===== src/rtl/if_trace_buffer.sv =====
// if_trace_buffer: in-order FIFO of instruction-fetch trace records.
// Converts the IF tracker's level-held ready into a single push per record,
// stores the fetch latency alongside each record, and presents the head
// entry show-ahead over a valid/ready handshake. Records arriving while the
// buffer is full (and nothing pops) are dropped and counted.
module if_trace_buffer #(
  parameter int DEPTH      = 8,
  parameter int ADDR_WIDTH = 32,
  parameter int DATA_WIDTH = 32,
  parameter int TIME_WIDTH = 32
) (
  input  logic                       clk,
  input  logic                       rst,
  input  logic                       flush,
  input  logic                       if_data_ready,
  input  logic [ADDR_WIDTH-1:0]      if_addr,
  input  logic [DATA_WIDTH-1:0]      if_instr,
  input  logic [TIME_WIDTH-1:0]      if_time_start,
  input  logic [TIME_WIDTH-1:0]      if_time_end,
  output logic                       out_valid,
  input  logic                       out_ready,
  output logic [ADDR_WIDTH-1:0]      out_addr,
  output logic [DATA_WIDTH-1:0]      out_instr,
  output logic [TIME_WIDTH-1:0]      out_time_start,
  output logic [TIME_WIDTH-1:0]      out_time_end,
  output logic [TIME_WIDTH-1:0]      out_latency,
  output logic [$clog2(DEPTH):0]     count,
  output logic                       full,
  output logic                       empty,
  output logic [15:0]                overflow_count
);

  localparam int PTR_W = $clog2(DEPTH);
  localparam int CNT_W = PTR_W + 1;

  localparam logic [PTR_W-1:0] PTR_ONE   = PTR_W'(1);
  localparam logic [CNT_W-1:0] CNT_ONE   = CNT_W'(1);
  localparam logic [CNT_W-1:0] CNT_DEPTH = CNT_W'(DEPTH);
  localparam logic [15:0]      OVF_MAX   = 16'hFFFF;

  // Fetch latency, modulo the timestamp width so counter wrap is harmless.
  function automatic logic [TIME_WIDTH-1:0] calc_latency(
    input logic [TIME_WIDTH-1:0] t_start,
    input logic [TIME_WIDTH-1:0] t_end
  );
    calc_latency = t_end - t_start;
  endfunction

  // Record storage; contents are don't-care after reset.
  logic [ADDR_WIDTH-1:0] addr_mem_r  [DEPTH];
  logic [DATA_WIDTH-1:0] instr_mem_r [DEPTH];
  logic [TIME_WIDTH-1:0] start_mem_r [DEPTH];
  logic [TIME_WIDTH-1:0] end_mem_r   [DEPTH];
  logic [TIME_WIDTH-1:0] lat_mem_r   [DEPTH];

  logic [PTR_W-1:0] wr_ptr_r;
  logic [PTR_W-1:0] rd_ptr_r;
  logic [CNT_W-1:0] count_r;
  logic             full_r;
  logic             empty_r;
  logic             valid_r;
  logic [15:0]      overflow_r;
  logic             ready_prev_r;

  logic             push_s;
  logic             pop_s;
  logic             wr_en_s;
  logic             drop_s;
  logic [CNT_W-1:0] count_next_s;

  // Decode push/pop/drop for this cycle and the resulting occupancy.
  always_comb begin
    push_s       = 1'b0;
    pop_s        = 1'b0;
    wr_en_s      = 1'b0;
    drop_s       = 1'b0;
    count_next_s = count_r;
    push_s = if_data_ready & ~ready_prev_r;
    pop_s  = valid_r & out_ready;
    if (flush) begin
      wr_en_s      = 1'b0;
      drop_s       = 1'b0;
      count_next_s = '0;
    end else begin
      // A pop in the same cycle frees a slot, so a full buffer still accepts.
      wr_en_s = push_s & (~full_r | pop_s);
      drop_s  = push_s & full_r & ~pop_s;
      case ({wr_en_s, pop_s})
        2'b10:   count_next_s = count_r + CNT_ONE;
        2'b01:   count_next_s = count_r - CNT_ONE;
        default: count_next_s = count_r;
      endcase
    end
  end

  // Edge-detect history; resets high so a record held across reset is ignored.
  always_ff @(posedge clk or negedge rst) begin
    if (!rst) begin
      ready_prev_r <= 1'b1;
    end else begin
      ready_prev_r <= if_data_ready;
    end
  end

  // Pointers, occupancy and derived status flags.
  always_ff @(posedge clk or negedge rst) begin
    if (!rst) begin
      wr_ptr_r <= '0;
      rd_ptr_r <= '0;
      count_r  <= '0;
      full_r   <= 1'b0;
      empty_r  <= 1'b1;
      valid_r  <= 1'b0;
    end else begin
      if (flush) begin
        wr_ptr_r <= '0;
        rd_ptr_r <= '0;
      end else begin
        if (wr_en_s) begin
          wr_ptr_r <= wr_ptr_r + PTR_ONE;
        end
        if (pop_s) begin
          rd_ptr_r <= rd_ptr_r + PTR_ONE;
        end
      end
      count_r <= count_next_s;
      full_r  <= (count_next_s == CNT_DEPTH);
      empty_r <= (count_next_s == '0);
      valid_r <= (count_next_s != '0);
    end
  end

  // Saturating count of records lost to overflow; flush leaves it alone.
  always_ff @(posedge clk or negedge rst) begin
    if (!rst) begin
      overflow_r <= 16'h0000;
    end else if (drop_s && (overflow_r != OVF_MAX)) begin
      overflow_r <= overflow_r + 16'h0001;
    end
  end

  // Write the captured record and its latency at the tail slot.
  always_ff @(posedge clk) begin
    if (wr_en_s) begin
      addr_mem_r[wr_ptr_r]  <= if_addr;
      instr_mem_r[wr_ptr_r] <= if_instr;
      start_mem_r[wr_ptr_r] <= if_time_start;
      end_mem_r[wr_ptr_r]   <= if_time_end;
      lat_mem_r[wr_ptr_r]   <= calc_latency(if_time_start, if_time_end);
    end
  end

  // Show-ahead head record, forced to zero while the buffer is empty.
  always_comb begin
    out_addr       = '0;
    out_instr      = '0;
    out_time_start = '0;
    out_time_end   = '0;
    out_latency    = '0;
    if (empty_r) begin
      out_addr       = '0;
      out_instr      = '0;
      out_time_start = '0;
      out_time_end   = '0;
      out_latency    = '0;
    end else begin
      out_addr       = addr_mem_r[rd_ptr_r];
      out_instr      = instr_mem_r[rd_ptr_r];
      out_time_start = start_mem_r[rd_ptr_r];
      out_time_end   = end_mem_r[rd_ptr_r];
      out_latency    = lat_mem_r[rd_ptr_r];
    end
  end

  assign out_valid      = valid_r;
  assign count          = count_r;
  assign full           = full_r;
  assign empty          = empty_r;
  assign overflow_count = overflow_r;

endmodule


===== config.mk =====
export PLATFORM = sky130hd
export DESIGN_NAME = if_trace_buffer
export DESIGN_NICKNAME = d
export VERILOG_FILES = /design/src/rtl/if_trace_buffer.sv
export SDC_FILE = /design/constraint.sdc
export NUM_CORES = 1
export LEC_CHECK = 0
export ABC_CLOCK_PERIOD_IN_PS = 31200
export BUFFER_PORTS_ARGS = -buffer_cell sky130_fd_sc_hd__buf_2
export CAP_MARGIN = 30
export CELL_PAD_IN_SITES_DETAIL_PLACEMENT = 0
export CELL_PAD_IN_SITES_GLOBAL_PLACEMENT = 2
export CORE_ASPECT_RATIO = 0.75
export CORE_MARGIN = 2
export CORE_UTILIZATION = 50
export CTS_BUF_LIST = sky130_fd_sc_hd__clkbuf_4 sky130_fd_sc_hd__clkbuf_8
export CTS_CLUSTER_DIAMETER = 40
export DETAILED_ROUTE_END_ITERATION = 10
export PLACE_DENSITY_LB_ADDON = 0.12
export SYNTH_ARGS = -nofsm -noshare
export SYNTH_HDL_FRONTEND = slang
export SYNTH_SLANG_ARGS = --single-unit

===== constraint.sdc =====
create_clock -name clk -period 31.2 [get_ports clk]
set_input_delay 3.12 -clock clk [delete_from_list [all_inputs] [get_ports clk]]
set_output_delay 3.12 -clock clk [all_outputs]
set_load 0.005 [all_outputs]

==> summary.md <==
| Metric | Value |
|---|---|
| Status | `finished, final reports clean` |
| IO Count | `316` |
| Utilization of the core after routing | `57.3%` |
| Setup bufs post-CTS | `0` |
| Combinational Power Share | `13.1%` |
| DRC | `0` |
| Startpoint types | `flop` |
| Global route total overflow | `0` |
| Clock group share of total power | `35.7%` |
| Worst path required time | `28080 ps` |
| Final wirelength | `117000 um` |
| Die X-Extent | `376 um` |
| Worst skew pair latency | `870 ps` |
| Via count | `25400` |
| Max stage delay cell, worst path | `dfrtp_4` |
| Warnings from Yosys | `0` |
| Post-Route Skew | `22.4 ps` |
| Async SR Flop Fraction | `2.29%` |
| Final nets | `3073` |
| Starting Density | `50.3%` |
| Pint | `2.93 mW` |
| Cts bufs inserted | `199` |
| GRT Total Usage | `22.4%` |
| Area of the multi-input gates | `12000 um^2` |
| Seq. cell area | `39200 um^2` |
| Filler instances | `7765` |
| CTS Buffer Depth | `3` |
| First-pass GRT wire length | `173000 um` |
| Hold WC Path Type | `flop to flop` |
| Initial DRC Count | `1938` |
| CTS clk-pin slew, worst paths | `60 ps` |
| Slew Viols, Final | `0` |
| Sw Pwr | `0.966 mW` |
| Register share of total power | `51.2%` |
| Final Hold Fails | `0` |
| Post-DR wirelength/cell | `26.5 um` |
| Critical path's largest stage delay | `950 ps` |
| Clock root buffer | `clkbuf_8` |
| RePlAce Congestion | `0.791` |
| Final HPWL DP | `63700 um` |
| Syn nets | `2641` |
| Peak fanout along the critical path | `42` |
| Synth unique cells | `66` |
| Number of synthesized flops with an enable pin | `1280` |
| Fin crit period | `7630 ps` |
| Critical Path Most Common Cell | `buf_4` |
| Seq/Total Area, Yosys | `75.7%` |
| Share of layout cells above drive strength 1 | `32.6%` |
| Cells along the critical path | `buf_4, buf_4, mux4_2, mux2i_1, nor2_1, buf_2` |
| Mapped Area | `51800 um^2` |
| Post-Syn Instances | `2470` |
| I/O Buffers | `315` |
| Chip height | `283 um` |
| Hold_buf cts | `0` |
| Tcrit/Tclk final | `24.5%` |
| Slew at the pin closest to its max-slew limit | `1010 ps` |
| Initial DRT Pass Iterations | `5` |
| Synth Flop Type | `edfxtp_1` |
| Crit. End Element | `output port` |
| Vias in the first global route | `26800` |
| PD cells | `66.0 nW/um^2` |
| Core ar. | `103000 um^2` |
| H-tree depth | `4` |
| Die area | `106000 um^2` |
| CTS-repair resized insts | `0` |
| Num rows | `102` |
| TritonCTS Sinks | `1310` |
| Maximum clock rate | `131 MHz` |
| Setup TNS | `0 ps` |
| Final setup fails | `0` |
| Leakage | `19.2 nW` |
| CTS tree | `done` |
| Initial antenna violation count | `23` |
| Sw Share | `24.8%` |
| Routed vias/inst | `5.74` |
| Max-cap viol count | `0` |
| Syn avg cell area | `21.0 um^2` |
| Area grow syn2layout | `14.1%` |
| Final ANT Viol Nets | `0` |
| Pin count of the biggest net entering global routing | `137` |
| Critical path type | `flop to output port` |
| Yosys reg bits | `1310` |
| Worst EP arrival | `4510 ps` |
| Rel. slew slack | `32.5%` |
| Unrepaired setup endpoints after global routing | `no` |
| Worst vdd ir | `39.7 uV` |
==> path summary, 6_finish.rpt <==
kind,startpoint,end,slack [ps],depth (start not counted)
setup / recovery,rd_ptr_r[0],out_latency[0],23570,6
hold / removal,overflow_count[4],overflow_count[4],490,1
setup reg to reg,ready_prev_r,addr_mem_r[2][0],26260,8
hold reg to reg,overflow_count[4],overflow_count[4],490,1
max in group asynchronous,rst,rd_ptr_r[2],28350,1
min in group asynchronous,rst,overflow_count[4],2310,1
==> Yosys cell counts (5+ instances only) <==
library cell     n  area (um^2)
a21o_1          18          135
a21oi_1         39          195
a31oi_1          8         50.1
buf_1           29          109
buf_2           32          160
clkbuf_1        64          240
dfrtp_1         28          701
edfxtp_1      1280        38400
ha_1            37          463
inv_1           42          158
mux2i_1        162         1620
mux4_2         320         7210
nand2_1         39          146
nand3_1         12         60.1
nand4_1         13         81.3
nor2_1         194          728
nor2b_1          5         31.3
nor3_1           7         35.0
o21a_1           8         60.1
o21ai_1          7         35.0
xnor2_1         37          324
xor2_1          14          123
==> registers in the layout (all words and copies together), names as in the netlist, 3 cells and up <==
register	count
end_mem_r	256
count	4
addr_mem_r	256
start_mem_r	256
wr_ptr_r	3
overflow_count	16
lat_mem_r	256
rd_ptr_r	3
instr_mem_r	256
==> logic make-up after synthesis <==
logic type	count (synthesis)	share of synthesized area, %
DFF	1310	75.7
muxes	483	17.1
and+or+nand+nor	300	2.57
buffers and inverters	170	1.32
AOI/OAI and AO/OA	118	1.53
xor gates and xnor gates	51	0.863
adders and majority gates	38	0.933
==> power groups by stage <==
stage	combinational (mW)	sequential (mW)	clock, mW
6_report	0.511	2.00	1.39
3_5_place_dp	0.514	2.03	0
5_1_grt	0.558	2.00	1.50
2_1_floorplan	0.336	2.02	0
4_1_cts	0.515	2.00	1.43
3_3_place_gp	0.506	2.03	0
==> metrics by stage <==
step           instances  instance area [um^2]  power [mW]  setup slack, ps  hold slack [ps]
3_5_place_dp        4046                 55000        2.55            23420              474
5_1_grt             4424                 59100        4.06            23120              520
4_1_cts             4412                 58900        3.94            23050              487
6_report            4429                 59100        3.90            23570              489
2_1_floorplan       2470                 51800        2.35            15560              481
3_3_place_gp        4045                 54900        2.54            23420              476
==> metal layers <==
| metal | wire (um) | up-vias | GRT usage (%) |
|---|---|---|---|
| met5 | 110 | - | 0 |
| met4 | 2120 | 20 | 6.46 |
| met3 | 6710 | 163 | 4.72 |
| met2 | 57400 | 697 | 36.2 |
| met1 | 51000 | 13500 | 31.1 |
| li1 | - | 11000 | - |
==> area by class of cell <==
type	instances	share of cell area (%)
Multi-Input combinational cell	990	20.2
Inverter	44	0.280
Clock inverter	115	1.29
Tap cell	1352	2.86
Sequential cell	1310	66.4
Antenna cell	10	0.0424
Timing Repair Buffer	357	3.59
Clock buffer	251	5.33
==> placed cells by master, fill, tap and decap left out, types with 14 or more instances in the layout <==
cell type,count
xnor2_1,37
dfrtp_1,25
a21oi_1,39
buf_2,315
buf_4,28
ha_1,37
mux2i_1,162
mux4_2,320
edfxtp_1,1280
clkbuf_4,49
clkinv_2,23
nor2_1,188
inv_1,42
clkinv_1,68
nand2_1,39
a21o_1,18
clkbuf_8,202
xor2_1,14
==> worst max-delay path, delay by kind of cell (launching register included) <==
family | cells | cell delay [ps]
buffers and inverters | 3 | 1570
flip-flops | 1 | 950
multiplexers | 2 | 860
AND/OR/NAND/NOR | 1 | 110
(Power assumes the default switching activity.)
